$ cat src/rtl/timed_flag_write_pkg.sv
// Shared types and constants for the timed flag capture unit.
// Holds the drain state encoding, the capacity derivation and the byte strobe pattern.
package timed_flag_write_pkg;

   typedef enum logic [1:0] {
      ST_IDLE  = 2'd0,
      ST_FETCH = 2'd1,
      ST_SEND  = 2'd2
   } drain_state_t;

   // Wide enough for any supported data width; users slice the low bits.
   localparam logic [127:0] STRB_ONES = '1;

   function automatic int cap_of(input int len_w);
      return 32'sd1 << len_w;
   endfunction

endpackage

$ cat src/rtl/timed_flag_drainer.sv
// Drain engine: reads captured timestamps from the idle half of the ping-pong memory
// and sends them as one databus write burst, one beat every two cycles.
module timed_flag_drainer
   import timed_flag_write_pkg::*;
#(
   parameter int AXI_DATA_W = 32,
   parameter int ADDR_W     = 16,
   parameter int LEN_W      = 8
) (
   input  logic                    clk,
   input  logic                    rst,
   input  logic                    load,
   input  logic                    go,
   input  logic                    pp,
   input  logic [LEN_W:0]          drain_cnt,
   output logic                    idle,
   input  logic                    databus_ready,
   input  logic                    databus_last,
   output logic                    databus_valid,
   output logic [AXI_DATA_W-1:0]   databus_wdata,
   output logic [AXI_DATA_W/8-1:0] databus_wstrb,
   output logic [ADDR_W-1:0]       port_1_addr,
   output logic [AXI_DATA_W-1:0]   port_1_out,
   input  logic [AXI_DATA_W-1:0]   port_1_in,
   output logic                    port_1_enable,
   output logic                    port_1_write
);

   localparam logic [LEN_W:0] ONE_C = (LEN_W+1)'(1);

   drain_state_t          state;
   drain_state_t          state_next;
   logic [LEN_W-1:0]      rd_idx;
   logic                  first_beat;
   logic [AXI_DATA_W-1:0] hold_data;
   logic [AXI_DATA_W-1:0] send_data;
   logic                  handshake;
   logic                  final_beat;

   assign handshake  = (state == ST_SEND) && databus_ready;
   assign final_beat = databus_last || ({1'b0, rd_idx} == (drain_cnt - ONE_C));

   // Drain state register.
   always_ff @(posedge clk or posedge rst) begin
      if (rst) begin
         state <= ST_IDLE;
      end else begin
         state <= state_next;
      end
   end

   // Next-state logic; a started burst always runs to completion.
   always_comb begin
      state_next = state;
      case (state)
         ST_IDLE: begin
            if (go) state_next = ST_FETCH;
            else    state_next = ST_IDLE;
         end
         ST_FETCH: state_next = ST_SEND;
         ST_SEND: begin
            if (databus_ready) state_next = final_beat ? ST_IDLE : ST_FETCH;
            else               state_next = ST_SEND;
         end
         default: state_next = ST_IDLE;
      endcase
   end

   // Read index and a copy of the fetched word so wdata holds while the bus stalls.
   always_ff @(posedge clk or posedge rst) begin
      if (rst) begin
         rd_idx     <= '0;
         first_beat <= 1'b0;
         hold_data  <= '0;
      end else begin
         first_beat <= (state == ST_FETCH);
         if (first_beat) hold_data <= port_1_in;
         if (load)           rd_idx <= '0;
         else if (handshake) rd_idx <= rd_idx + 1'b1;
      end
   end

   assign send_data     = first_beat ? port_1_in : hold_data;
   assign idle          = (state == ST_IDLE);
   assign databus_valid = (state == ST_SEND);
   assign databus_wdata = databus_valid ? send_data : '0;
   assign databus_wstrb = databus_valid ? STRB_ONES[AXI_DATA_W/8-1:0] : '0;
   assign port_1_addr   = {~pp, (ADDR_W-1)'(rd_idx)};
   assign port_1_out    = '0;
   assign port_1_enable = (state == ST_FETCH);
   assign port_1_write  = 1'b0;

endmodule

$ cat src/rtl/timed_flag_write.sv
// Timed flag capture unit: timestamps nonzero in0 cycles into one ping-pong half
// while the other half is drained to external memory on each run pulse.
module timed_flag_write
   import timed_flag_write_pkg::*;
#(
   parameter int AXI_ADDR_W = 32,
   parameter int AXI_DATA_W = 32,
   parameter int ADDR_W     = 16,
   parameter int LEN_W      = 8
) (
   input  logic                    clk,
   input  logic                    rst,
   input  logic                    running,
   input  logic                    run,
   output logic                    done,
   input  logic                    databus_ready_0,
   output logic                    databus_valid_0,
   output logic [AXI_ADDR_W-1:0]   databus_addr_0,
   input  logic [AXI_DATA_W-1:0]   databus_rdata_0,
   output logic [AXI_DATA_W-1:0]   databus_wdata_0,
   output logic [AXI_DATA_W/8-1:0] databus_wstrb_0,
   output logic [LEN_W-1:0]        databus_len_0,
   input  logic                    databus_last_0,
   output logic [ADDR_W-1:0]       ext_dp_addr_0_port_0,
   output logic [AXI_DATA_W-1:0]   ext_dp_out_0_port_0,
   input  logic [AXI_DATA_W-1:0]   ext_dp_in_0_port_0,
   output logic                    ext_dp_enable_0_port_0,
   output logic                    ext_dp_write_0_port_0,
   output logic [ADDR_W-1:0]       ext_dp_addr_0_port_1,
   output logic [AXI_DATA_W-1:0]   ext_dp_out_0_port_1,
   input  logic [AXI_DATA_W-1:0]   ext_dp_in_0_port_1,
   output logic                    ext_dp_enable_0_port_1,
   output logic                    ext_dp_write_0_port_1,
   input  logic [AXI_ADDR_W-1:0]   ext_addr,
   input  logic [31:0]             delay0,
   input  logic                    disabled,
   input  logic [31:0]             in0,
   output logic [31:0]             out0
);

   localparam int             CAP   = cap_of(LEN_W);
   localparam logic [LEN_W:0] CAP_C = (LEN_W+1)'(CAP);
   localparam logic [LEN_W:0] ONE_C = (LEN_W+1)'(1);

   logic           pp;
   logic [31:0]    cycle;
   logic [LEN_W:0] cnt;
   logic [LEN_W:0] drain_cnt;
   logic [31:0]    delay;
   logic           drain_idle;
   logic           run_accept;
   logic           capture_en;
   logic           event_write;
   logic           go;
   logic           unused_ok;

   assign unused_ok   = ^{databus_rdata_0, ext_dp_in_0_port_0};
   assign run_accept  = run && drain_idle;
   assign capture_en  = running && !disabled && !run;
   assign event_write = capture_en && (delay == 32'd0) && (in0 != 32'd0) && (cnt < CAP_C);
   assign go          = run_accept && (cnt != '0) && !disabled;

   // Ping-pong swap on accepted runs, otherwise delay countdown and event capture.
   always_ff @(posedge clk or posedge rst) begin
      if (rst) begin
         pp             <= 1'b0;
         cycle          <= 32'd0;
         cnt            <= '0;
         drain_cnt      <= '0;
         delay          <= 32'd0;
         databus_addr_0 <= '0;
      end else if (run_accept) begin
         pp             <= ~pp;
         drain_cnt      <= cnt;
         cnt            <= '0;
         cycle          <= 32'd0;
         delay          <= delay0;
         databus_addr_0 <= ext_addr;
      end else if (capture_en) begin
         if (delay != 32'd0) begin
            delay <= delay - 32'd1;
         end else begin
            cycle <= cycle + 32'd1;
            if (event_write) cnt <= cnt + ONE_C;
         end
      end
   end

   // Entry count reported one cycle late, forced to zero while bypassed.
   always_ff @(posedge clk or posedge rst) begin
      if (rst) begin
         out0 <= 32'd0;
      end else begin
         out0 <= disabled ? 32'd0 : 32'(cnt);
      end
   end

   assign ext_dp_addr_0_port_0   = {pp, (ADDR_W-1)'(cnt)};
   assign ext_dp_out_0_port_0    = event_write ? cycle : '0;
   assign ext_dp_enable_0_port_0 = event_write;
   assign ext_dp_write_0_port_0  = event_write;
   assign databus_len_0          = LEN_W'(drain_cnt - ONE_C);
   assign done = !running || disabled || (drain_idle && (delay == 32'd0));

   timed_flag_drainer #(
      .AXI_DATA_W(AXI_DATA_W),
      .ADDR_W    (ADDR_W),
      .LEN_W     (LEN_W)
   ) u_drainer (
      .clk          (clk),
      .rst          (rst),
      .load         (run_accept),
      .go           (go),
      .pp           (pp),
      .drain_cnt    (drain_cnt),
      .idle         (drain_idle),
      .databus_ready(databus_ready_0),
      .databus_last (databus_last_0),
      .databus_valid(databus_valid_0),
      .databus_wdata(databus_wdata_0),
      .databus_wstrb(databus_wstrb_0),
      .port_1_addr  (ext_dp_addr_0_port_1),
      .port_1_out   (ext_dp_out_0_port_1),
      .port_1_in    (ext_dp_in_0_port_1),
      .port_1_enable(ext_dp_enable_0_port_1),
      .port_1_write (ext_dp_write_0_port_1)
   );

endmodule

$ cat config.mk
export PLATFORM = sky130hd
export DESIGN_NAME = timed_flag_write
export DESIGN_NICKNAME = d
export VERILOG_FILES = /design/src/rtl/timed_flag_write_pkg.sv /design/src/rtl/timed_flag_drainer.sv /design/src/rtl/timed_flag_write.sv
export SDC_FILE = /design/constraint.sdc
export NUM_CORES = 1
export LEC_CHECK = 0
export BUFFER_PORTS_ARGS = -buffer_cell sky130_fd_sc_hd__buf_2
export CAP_MARGIN = 20
export CORE_AREA = 2 2 161 163
export DETAILED_ROUTE_END_ITERATION = 10
export DIE_AREA = 0 0 163 165
export GPL_TIMING_DRIVEN = 1
export PLACE_DENSITY = 0.76
export SLEW_MARGIN = 20
export SYNTH_ARGS = -nofsm -noshare
export SYNTH_HDL_FRONTEND = slang
export SYNTH_SLANG_ARGS = --single-unit
$ cat constraint.sdc
create_clock -name clk -period 12.71 [get_ports clk]
set_input_delay 1.271 -clock clk [delete_from_list [all_inputs] [get_ports clk]]
set_output_delay 1.271 -clock clk [all_outputs]
set_load 0.05 [all_outputs]
==> results of run 1 <==
-- per-layer routing --
layer	up-vias	track usage, %	share of wire (%)
li1	3869	-	-
met1	3901	24.6	44
met2	333	30.7	47
met3	33	3.82	7.1
met4	0	6.07	2.0
met5	-	0	0
-- flip-flops by register name, summed over array words and instances, names as in the netlist, 2 cells and up --
signal and count:
cnt 9, cycle 32, databus_addr_0 32, delay 32
drain_cnt 9, out0 9, u_drainer.hold_data 32, u_drainer.rd_idx 8
u_drainer.state 2
-- report_power, final --
part           switching (mW)  internal (mW)  total (mW)
clock network           0.250          0.263       0.512
logic                   0.156         0.0515       0.207
registers              0.0226          0.565       0.587
-- per-stage QoR --
step	total power [mW]	cell area (sq um)	setup WS, ps	hold slack (ps)	cells
2_1_floorplan	0.766	9480	6920	440	1061
3_3_place_gp	0.801	10500	7820	455	1541
6_report	1.31	11100	7360	473	1576
3_5_place_dp	0.806	10500	7750	456	1541
5_1_grt	1.36	11100	7010	490	1573
4_1_cts	1.32	11100	7360	476	1573
-- logic make-up after synthesis --
group,share of synthesized area [%]
buf+inv,9.46
simple gates,26.7
compound gates,10.3
flops,45.3
fa+ha+maj,0.814
xor+xnor,2.75
mux,4.67
other cells,0.0407
-- Yosys cell counts (all sizes together), types with 24 or more instances --
library cell    n
dfrtp         167
nand2         155
buf            86
nor2           58
clkbuf         45
and3           38
or4            34
and2           33
a31oi          32
mux2           32
nand3          30
o31ai          28
a21oi          27
o21ai          24
-- how the worst min path moves through the flow --
| stage | from | to | slack, ps | depth (start not counted) |
|---|---|---|---|---|
| 2_1_floorplan | cycle[31] | cycle[31] | 440 | 1 |
| 3_3_place_gp | databus_addr_0[16] | databus_addr_0[16] | 460 | 2 |
| 3_5_place_dp | databus_addr_0[22] | databus_addr_0[22] | 460 | 2 |
| 4_1_cts | databus_addr_0[22] | databus_addr_0[22] | 480 | 2 |
| 5_1_grt | databus_addr_0[22] | databus_addr_0[22] | 490 | 2 |
| 6_report | databus_addr_0[1] | databus_addr_0[1] | 470 | 2 |
-- layout make-up --
type,count,area (sq um),share of cell area [%]
Multi-Input combinational cell,742,4450,40.0
Sequential cell,167,4180,37.5
Timing Repair Buffer,281,1420,12.8
Clock buffer,17,425,3.82
Tap cell,330,413,3.71
Clock inverter,15,149,1.34
Inverter,21,83.8,0.753
Antenna cell,3,7.51,0.0674
-- worst max-delay path, stage by stage, from the launching register on --
cell,delay [ps]
sky130_fd_sc_hd__dfrtp_1,400
sky130_fd_sc_hd__inv_1,100
sky130_fd_sc_hd__ha_1,190
sky130_fd_sc_hd__nor4b_1,530
sky130_fd_sc_hd__nand4_1,510
sky130_fd_sc_hd__nor3_4,600
sky130_fd_sc_hd__buf_4,480
sky130_fd_sc_hd__nand2_1,310
sky130_fd_sc_hd__nor2_1,240
sky130_fd_sc_hd__buf_2,290
==> Implementation_results.wiki, run 1 <==
{| class="wikitable"
! Metric !! Value
|-
| Result of the run || complete, no violations
|-
| Main area contributors after synthesis || sky130_fd_sc_hd__dfrtp_1 45%, sky130_fd_sc_hd__buf_4 6.4%, sky130_fd_sc_hd__nand2_1 6.3%
|-
| Number of buffers created by CTS || 17
|-
| Count of final setup violators || 0
|-
| Capturing element type of the critical path || output pin
|-
| Area fraction of the dominant cell type after synthesis || 45.3%
|-
| Synth Area per Inst || 9.29 sq um
|-
| Max Clock Freq || 187 MHz
|-
| # clock sinks || 167
|-
| Antenna Violating Nets Remaining || 0
|-
| Most frequent cells in the layout || 275 x sky130_fd_sc_hd__buf_2, 166 x sky130_fd_sc_hd__dfrtp_1, 155 x sky130_fd_sc_hd__nand2_1, 69 x sky130_fd_sc_hd__conb_1, 58 x sky130_fd_sc_hd__nor2_1
|-
| Antenna violations before repair || 3
|-
| Final number of max-transition violations || 0
|-
| Layout Nets || 1435
|-
| Number of hold buffers added after CTS || 0
|-
| Filler cells || 2424
|-
| Post-synthesis sequential element count || 167
|-
| Via density per instance || 5.16
|-
| Final hold viol count || 0
|-
| Number of enable flip-flop cells after synthesis || 0
|-
| Reg clk slew, reported paths || 70 ps
|-
| Core box area || 0.0250 sq mm
|-
| Crit path launch || delay[0]
|-
| Global-route wire length before repair || 39900 microns
|-
| Depth of the worst register-to-register path || 9
|-
| Final sum of negative setup slack || 0 ps
|-
| Util after Layout || 44.5%
|-
| Fraction of layout instances using a drive strength above 1 || 30.1%
|-
| Fraction of the yosys area taken by sequential cells || 45.3%
|-
| Synth warn || 0
|-
| Most common cell after layout, fill and taps aside || sky130_fd_sc_hd__buf_2
|-
| Layout area overhead || 20.7%
|-
| Relative max-transition margin || 35.4%
|-
| Post-Synthesis Cells || 993
|-
| Overflow left after global routing || 0
|-
| Crit path arrival time || 4080 ps
|-
| Maximum number of pins on one net before global-route repair || 91
|-
| Post-synth top area cell || sky130_fd_sc_hd__dfrtp_1
|-
| Count of distinct cell types in the synthesized netlist || 66
|-
| Routed length per placed instance || 16.1 microns
|-
| Clock network latency to the later pin of the worst-skew pair || 430 ps
|-
| DPL Wire Length || 18200 microns
|-
| Category of the worst setup path launch point || flop
|-
| Worst-path maximum fanout || 45
|-
| Count of boundary I/O pins || 409
|-
| Flop-to-flop setup slack || 9170 ps
|-
| Capture point of the worst path || ext_dp_out_0_port_0[23]
|-
| Routed wire length || 25400 microns
|-
| Number of rows in the core area || 58
|-
| Number of vias after detailed routing || 8136
|-
| Horizontal die dimension || 163 microns
|-
| Reg-to-reg startpoint || delay[0]
|-
| Measured slew at the worst slew-check pin || 969 ps
|-
| Die height || 165 microns
|-
| Remaining DRCs || 0
|-
| Endpoint of the lowest-slack register-to-register path || cnt[2]
|-
| Clock Path Buffers || 2
|-
| Clock root buffer || sky130_fd_sc_hd__clkbuf_16
|-
| Max-Cap Viols || 0
|-
| Worst voltage drop across the vdd grid || 0.0633 mV
|-
| Detailed Routing Iterations Pass 1 || 5
|-
| Most instantiated flip-flop cell in the synthesis netlist || sky130_fd_sc_hd__dfrtp_1
|-
| Overall track demand over capacity in global routing || 18.6%
|-
| Critical path class || flop to output pin
|-
| Clock tree from TritonCTS || yes
|-
| Port-buffer cells || 275
|-
| Count of buffers added by post-CTS timing repair for setup || 0
|-
| Total die area || 0.0269 sq mm
|-
| Leakage Power || 5.56 nW
|-
| Clk_skew || 15.1 ps
|-
| Vias in the first global route || 7655
|-
| Initial Utilization || 36.8%
|-
| Type of the worst min-delay path || flop to flop
|-
| Unrepaired setup endpoints after global routing || false
|-
| Critical path data required time || 11440 ps
|-
| CTS H-tree depth || 4
|-
| Count of cells resized by post-cts repair || 0
|-
| Final worst-path cycle share || 42.1%
|-
| Area of the mapped netlist || 0.00922 sq mm
|-
| Initial DRC count || 592
|-
| Total power density per cell area || 117 mW/mm^2
|-
| Fin crit period || 5350 ps
|-
| Ys async rst share || 100%
|-
| GP Congestion || 0.850
|}
(Power assumes the default switching activity.)
==> inputs of run 2 (changes only) <==
--- a/config.mk
+++ b/config.mk
@@ -7,11 +7,11 @@
 export LEC_CHECK = 0
 export BUFFER_PORTS_ARGS = -buffer_cell sky130_fd_sc_hd__buf_2
 export CAP_MARGIN = 20
-export CORE_AREA = 2 2 161 163
+export CORE_AREA = 2 2 157 159
 export DETAILED_ROUTE_END_ITERATION = 10
-export DIE_AREA = 0 0 163 165
+export DIE_AREA = 0 0 159 161
 export GPL_TIMING_DRIVEN = 1
-export PLACE_DENSITY = 0.76
+export PLACE_DENSITY = 0.81
 export SLEW_MARGIN = 20
 export SYNTH_ARGS = -nofsm -noshare
 export SYNTH_HDL_FRONTEND = slang
==> constraint.sdc (replaced) <==
create_clock -name clk -period 4.3 [get_ports clk]
set_input_delay 0.43 -clock clk [delete_from_list [all_inputs] [get_ports clk]]
set_output_delay 0.43 -clock clk [all_outputs]
set_load 0.05 [all_outputs]
==> Implementation_results.wiki, run 2 (synthesis results as in run 1) <==
{| class="wikitable"
! Metric !! Value
|-
| Result of the run || complete, no violations
|-
| Total power density per cell area || 345 mW/mm^2 (+190%)
|-
| DR top layer || met5
|-
| Final worst slack || 500 ps (-6860 ps)
|-
| Clock Path Buffers || 2 (unchanged)
|-
| Initial DRC count || 662 (+12%)
|-
| Layout Nets || 1442 (+0.49%)
|-
| Critical path data required time || 3870 ps (-7570 ps)
|-
| Top cell family by delay on the critical path || simple AND/OR/NAND/NOR gates
|-
| Cells on Worst Hold Path || 3 (+1)
|-
| Worst voltage drop across the vdd grid || 0.214 mV (+240%)
|-
| Final worst-path cycle share || 88.4%
|-
| Minimum hold slack || 185 ps (-288 ps)
|-
| Measured slew at the worst slew-check pin || 909 ps (-59.9 ps)
|-
| Peak per-stage delay on the critical path || 720 ps (+120 ps)
|-
| Overall track demand over capacity in global routing || 19.1% (+0.42 points)
|-
| Antenna Violating Nets Remaining || 0 (unchanged)
|-
| Number of hold buffers added after CTS || 0 (unchanged)
|-
| Clk_skew || 20.7 ps (+5.65 ps)
|-
| Horizontal die dimension || 159 microns (-2.5%)
|-
| Count of cells resized by post-cts repair || 0 (unchanged)
|-
| GP Congestion || 0.869 (+2.2%)
|-
| Cell with the biggest individual delay on the critical path || sky130_fd_sc_hd__or4_1
|-
| Unrepaired setup endpoints after global routing || false
|-
| DPL Wire Length || 17200 microns (-5.4%)
|-
| Antenna violations before repair || 1 (-2)
|-
| Crit path arrival time || 3370 ps (-710 ps)
|-
| Count of final setup violators || 0 (unchanged)
|-
| Category of the worst setup path launch point || flop
|-
| CTS H-tree depth || 4 (unchanged)
|-
| Count of buffers added by post-CTS timing repair for setup || 0 (unchanged)
|-
| CP Buf/Inv Count || 2 (-1)
|-
| Vias in the first global route || 7773 (+1.5%)
|-
| Number of vias after detailed routing || 8195 (+0.73%)
|-
| Die height || 161 microns (-2.4%)
|-
| Clock root buffer || sky130_fd_sc_hd__clkbuf_16
|-
| Met1 Wirelength || 11200 microns (-1.0%)
|-
| Total inserted antenna cells || 0 (-3)
|-
| Detailed Routing Iterations Pass 1 || 5 (unchanged)
|-
| Fin crit period || 3800 ps
|-
| Clock tree from TritonCTS || yes
|-
| Count of boundary I/O pins || 409 (unchanged)
|-
| Remaining DRCs || 0 (unchanged)
|-
| Port-buffer cells || 275 (unchanged)
|-
| Overflow left after global routing || 0 (unchanged)
|-
| Maximum number of pins on one net before global-route repair || 168 (+85%)
|-
| Routed wire length on met2 || 11300 microns (-4.3%)
|-
| Critical-path cell list || or4_1 -> or3_4 -> nor3_4 -> buf_4 -> and3_1 -> buf_2
|-
| Fraction of layout instances using a drive strength above 1 || 30.5% (+0.39 points)
|-
| Max Clock Freq || 263 MHz
|-
| Routed wire length || 24400 microns (-3.9%)
|-
| Capturing element type of the critical path || output pin
|-
| Core box area || 0.0240 sq mm (-4.3%)
|-
| # clock sinks || 167 (unchanged)
|-
| Number of rows in the core area || 57 (-1.7%)
|-
| Routed length per placed instance || 15.5 microns (-3.8%)
|-
| Path length in cells of the critical path || 6 (-3)
|-
| Max-Cap Viols || 0 (unchanged)
|-
| Design Area, Final || 0.0112 sq mm (+0.71%)
|-
| Final hold viol count || 0 (unchanged)
|-
| Relative max-transition margin || 39.4% (+4.0 points)
|-
| Final sum of negative setup slack || 0 ps (unchanged)
|-
| Most common cell after layout, fill and taps aside || sky130_fd_sc_hd__buf_2
|-
| Clock network latency to the later pin of the worst-skew pair || 430 ps (about the same)
|-
| Worst-path maximum fanout || 38 (-16%)
|-
| Via density per instance || 5.21 (+0.85%)
|-
| Layout area overhead || 21.6%
|-
| Initial Utilization || 38.5% (+1.7 points)
|-
| Final number of max-transition violations || 0 (unchanged)
|-
| Metal3 WL || 1730 microns (-3.4%)
|-
| Most frequent cells in the layout || 275 x sky130_fd_sc_hd__buf_2, 166 x sky130_fd_sc_hd__dfrtp_1, 155 x sky130_fd_sc_hd__nand2_1, 69 x sky130_fd_sc_hd__conb_1, 58 x sky130_fd_sc_hd__nor2_1
|-
| Total die area || 0.0256 sq mm (-4.8%)
|-
| Depth of the worst register-to-register path || 8 (-1)
|-
| Leakage Power || 5.60 nW (+0.85%)
|-
| Reg clk slew, reported paths || 80 ps (about the same)
|-
| Worst setup timing slack at the placement stage || 921 ps (-6830 ps)
|-
| Standard cell area after detailed placement || 0.0106 sq mm (+0.66%)
|-
| Critical path class || flop to output pin
|-
| Global-route wire length before repair || 40100 microns (+0.69%)
|-
| Type of the worst min-delay path || primary input to flop
|-
| Number of buffers created by CTS || 17 (unchanged)
|}
-- run 2: cell count changes in the layout (fill, tap and decap cells not counted), moves of 2 or more --
cell / previous run / this run
sky130_fd_sc_hd__buf_12: 0 / 2
sky130_fd_sc_hd__buf_4: 6 / 11
sky130_fd_sc_hd__clkinv_8: 1 / 3
sky130_fd_sc_hd__diode_2: 3 / 0
sky130_fd_sc_hd__inv_6: 5 / 3
-- run 2: metal layers --
metal  vias to the layer above  track usage, %
met5                         -               0
met4                         2            3.76
met3                        18            3.57
met2                       364            30.6
met1                      3933            27.2
li1                       3878               -
-- run 2: final timing paths --
path	startpoint	to	slack [ps]
hold reg to reg	databus_addr_0[4]	databus_addr_0[4]	470
setup reg to reg	delay[0]	delay[21]	1310
max in group asynchronous	rst	cycle[4]	3390
min in group asynchronous	rst	out0[8]	280
hold / removal	ext_addr[19]	databus_addr_0[19]	190
setup / recovery	delay[20]	ext_dp_out_0_port_0[7]	500
-- run 2: final cells by class --
class / count / area, sq um
multi-input combinational: 742 / 4450
clock inverter: 14 / 153
clock buffer: 18 / 439
timing repair buffer: 288 / 1500
inverter: 21 / 82.6
tap: 324 / 405
sequential: 167 / 4180
fill: 2272 / 12800
-- run 2: through the flow --
| step | power, mW | util, % | instances |
|---|---|---|---|
| detailed placement | 2.38 | 44.3 | 1542 |
| CTS | 3.92 | 46.8 | 1574 |
| global placement | 2.36 | 44.3 | 1542 |
| finish | 3.87 | 46.8 | 1574 |
| global route | 4.05 | 46.8 | 1574 |
| floorplan | 2.26 | - | 1061 |
-- run 2: tightest hold or removal path, cell delays in order --
cell and delay (ps):
sky130_fd_sc_hd__buf_2 70, sky130_fd_sc_hd__nand2_1 40, sky130_fd_sc_hd__nand2_1 50
-- run 2: power by group --
group          switching [mW]  total, mW  internal, mW
combinational           0.456      0.611         0.155
sequential             0.0633       1.73          1.67
clock                   0.732       1.53         0.796
total                    1.25       3.87          2.62
==> inputs of run 3 (changes only) <==
--- a/config.mk
+++ b/config.mk
@@ -11,6 +11,7 @@
 export DETAILED_ROUTE_END_ITERATION = 10
 export DIE_AREA = 0 0 159 161
 export GPL_TIMING_DRIVEN = 1
+export MAX_ROUTING_LAYER = met4
 export PLACE_DENSITY = 0.81
 export SLEW_MARGIN = 20
 export SYNTH_ARGS = -nofsm -noshare
==> Implementation_results.wiki, run 3 (synthesis results as in run 1) <==
{| class="wikitable"
! Metric !! Value
|-
| Result of the run || complete, no violations
|-
| CTS H-tree depth || 4 (unchanged)
|-
| Die height || 161 microns (unchanged)
|-
| Number of vias after detailed routing || 8187 (-0.098%)
|-
| Final number of max-transition violations || 0 (unchanged)
|-
| Design Area, Final || 0.0112 sq mm (about the same)
|-
| Clock network latency to the later pin of the worst-skew pair || 430 ps (about the same)
|-
| Standard cell area after detailed placement || 0.0106 sq mm (unchanged)
|-
| Final worst slack || 502 ps (+1.90 ps)
|-
| Remaining DRCs || 0 (unchanged)
|-
| Final hold viol count || 0 (unchanged)
|-
| Count of boundary I/O pins || 409 (unchanged)
|-
| Port-buffer cells || 275 (unchanged)
|-
| Overflow left after global routing || 0 (unchanged)
|-
| Clock root buffer || sky130_fd_sc_hd__clkbuf_16
|-
| Final sum of negative setup slack || 0 ps (unchanged)
|-
| Type of the worst min-delay path || primary input to flop
|-
| Max-Cap Viols || 0 (unchanged)
|-
| Worst-path maximum fanout || 38 (unchanged)
|-
| Total internal power || 2.62 mW (about the same)
|-
| Most common cell after layout, fill and taps aside || sky130_fd_sc_hd__buf_2
|-
| Most frequent cells in the layout || 275 x sky130_fd_sc_hd__buf_2, 166 x sky130_fd_sc_hd__dfrtp_1, 155 x sky130_fd_sc_hd__nand2_1, 69 x sky130_fd_sc_hd__conb_1, 58 x sky130_fd_sc_hd__nor2_1
|-
| Switching power as a share of total power || 32.4% (+0.11 points)
|-
| Worst setup timing slack at the placement stage || 921 ps (unchanged)
|-
| Critical-path cell list || or4_1 -> or3_4 -> nor3_4 -> buf_4 -> and3_1 -> buf_2
|-
| GP Congestion || 0.883 (+1.6%)
|-
| Maximum number of pins on one net before global-route repair || 168 (unchanged)
|-
| Clock Path Buffers || 2 (unchanged)
|-
| Worst voltage drop across the vdd grid || 0.214 mV (about the same)
|-
| # clock sinks || 167 (unchanged)
|-
| Vias in the first global route || 7771 (-0.026%)
|-
| Max Clock Freq || 263 MHz (about the same)
|-
| Via density per instance || 5.20 (-0.16%)
|-
| Detailed Routing Iterations Pass 1 || 5 (unchanged)
|-
| Total power density per cell area || 346 mW/mm^2 (+0.15%)
|-
| Count of cells resized by post-cts repair || 0 (unchanged)
|-
| Top cell family by delay on the critical path || simple AND/OR/NAND/NOR gates
|-
| Fraction of layout instances using a drive strength above 1 || 30.5% (unchanged)
|-
| Minimum hold slack || 185 ps (-0.508 ps)
|-
| Post-placement cell count || 1542 (unchanged)
|-
| Horizontal die dimension || 159 microns (unchanged)
|-
| Relative max-transition margin || 39.6% (+0.17 points)
|-
| DPL Wire Length || 17200 microns (unchanged)
|-
| Number of hold buffers added after CTS || 0 (unchanged)
|-
| Switch Pwr || 1.26 mW (+0.51%)
|-
| Peak per-stage delay on the critical path || 720 ps (about the same)
|-
| Crit path arrival time || 3370 ps (about the same)
|-
| Number of buffers created by CTS || 17 (unchanged)
|-
| Overall track demand over capacity in global routing || 19.7% (+0.62 points)
|-
| Count of final setup violators || 0 (unchanged)
|-
| Critical path data required time || 3870 ps (about the same)
|-
| Initial Utilization || 38.5% (unchanged)
|-
| Global-route wire length before repair || 40100 microns (about the same)
|-
| Measured slew at the worst slew-check pin || 907 ps (-2.49 ps)
|-
| CP Buf/Inv Count || 2 (unchanged)
|-
| Clock tree from TritonCTS || yes
|-
| Layout Nets || 1442 (unchanged)
|-
| Reg clk slew, reported paths || 80 ps (about the same)
|-
| Post-layout instance count excluding filler cells || 1575 (+0.064%)
|-
| Count of buffers added by post-CTS timing repair for setup || 0 (unchanged)
|-
| Unrepaired setup endpoints after global routing || false
|-
| Antenna Violating Nets Remaining || 0 (unchanged)
|-
| Util after Layout || 46.8% (about the same)
|-
| Number of rows in the core area || 57 (unchanged)
|-
| Layout area overhead || 21.6% (about the same)
|-
| Core box area || 0.0240 sq mm (unchanged)
|-
| Initial DRC count || 627 (-5.3%)
|-
| Antenna violations before repair || 1 (unchanged)
|-
| Final worst-path cycle share || 88.3% (about the same)
|-
| Clk_skew || 20.8 ps (+0.0475 ps)
|-
| Routed wire length || 24500 microns (+0.36%)
|-
| Total die area || 0.0256 sq mm (unchanged)
|-
| Capturing element type of the critical path || output pin
|-
| Fin crit period || 3800 ps (-1.90 ps)
|-
| Cell with the biggest individual delay on the critical path || sky130_fd_sc_hd__or4_1
|-
| Critical path class || flop to output pin
|-
| Clk network pwr share || 39.5% (about the same)
|-
| Comb pwr share || 15.8% (about the same)
|-
| Sequential share of power || 44.7% (about the same)
|-
| Category of the worst setup path launch point || flop
|-
| Overall Power || 3.88 mW (+0.17%)
|-
| Leakage Power || 5.60 nW (unchanged)
|-
| Routed length per placed instance || 15.6 microns (+0.29%)
|}
[run 3: power by group through the flow]
stage          clock network, mW  logic [mW]  registers [mW]
6_report                    1.53       0.612            1.73
5_1_grt                     1.64       0.662            1.75
4_1_cts                     1.57       0.616            1.73
3_5_place_dp                   0       0.616            1.76
3_3_place_gp                   0       0.606            1.75
2_1_floorplan                  0       0.408            1.86
[run 3: worst min-delay path, delay by kind of cell]
family,cells,cell delay (ps)
simple gates,2,90
buf+inv,1,70
[run 3: area by class of cell]
type | instances | area, sq um
Timing Repair Buffer | 288 | 1500
Fill cell | 2271 | 12700
Sequential cell | 167 | 4180
Clock buffer | 18 | 439
Clock inverter | 14 | 153
Antenna cell | 1 | 2.50
Tap cell | 324 | 405
Multi-Input combinational cell | 742 | 4450
Inverter | 21 | 82.6
[run 3: layer usage]
layer | vias to the layer above | track usage [%] | routed length [microns]
li1 | 3878 | - | -
met1 | 3944 | 27.4 | 11300
met2 | 351 | 30.5 | 11300
met3 | 14 | 3.52 | 1660
met4 | 0 | 3.76 | 171
met5 | - | - | 0
[run 3: path summary, 6_finish.rpt]
path | cells after the start | startpoint | slack (ps) | to
min reg2reg | 2 | databus_addr_0[4] | 470 | databus_addr_0[4]
min in group asynchronous | 3 | rst | 270 | u_drainer.rd_idx[7]
max | 6 | delay[20] | 500 | ext_dp_out_0_port_0[7]
max in group asynchronous | 3 | rst | 3380 | cycle[14]
max reg2reg | 8 | delay[0] | 1320 | delay[21]
min | 3 | ext_addr[19] | 180 | databus_addr_0[19]
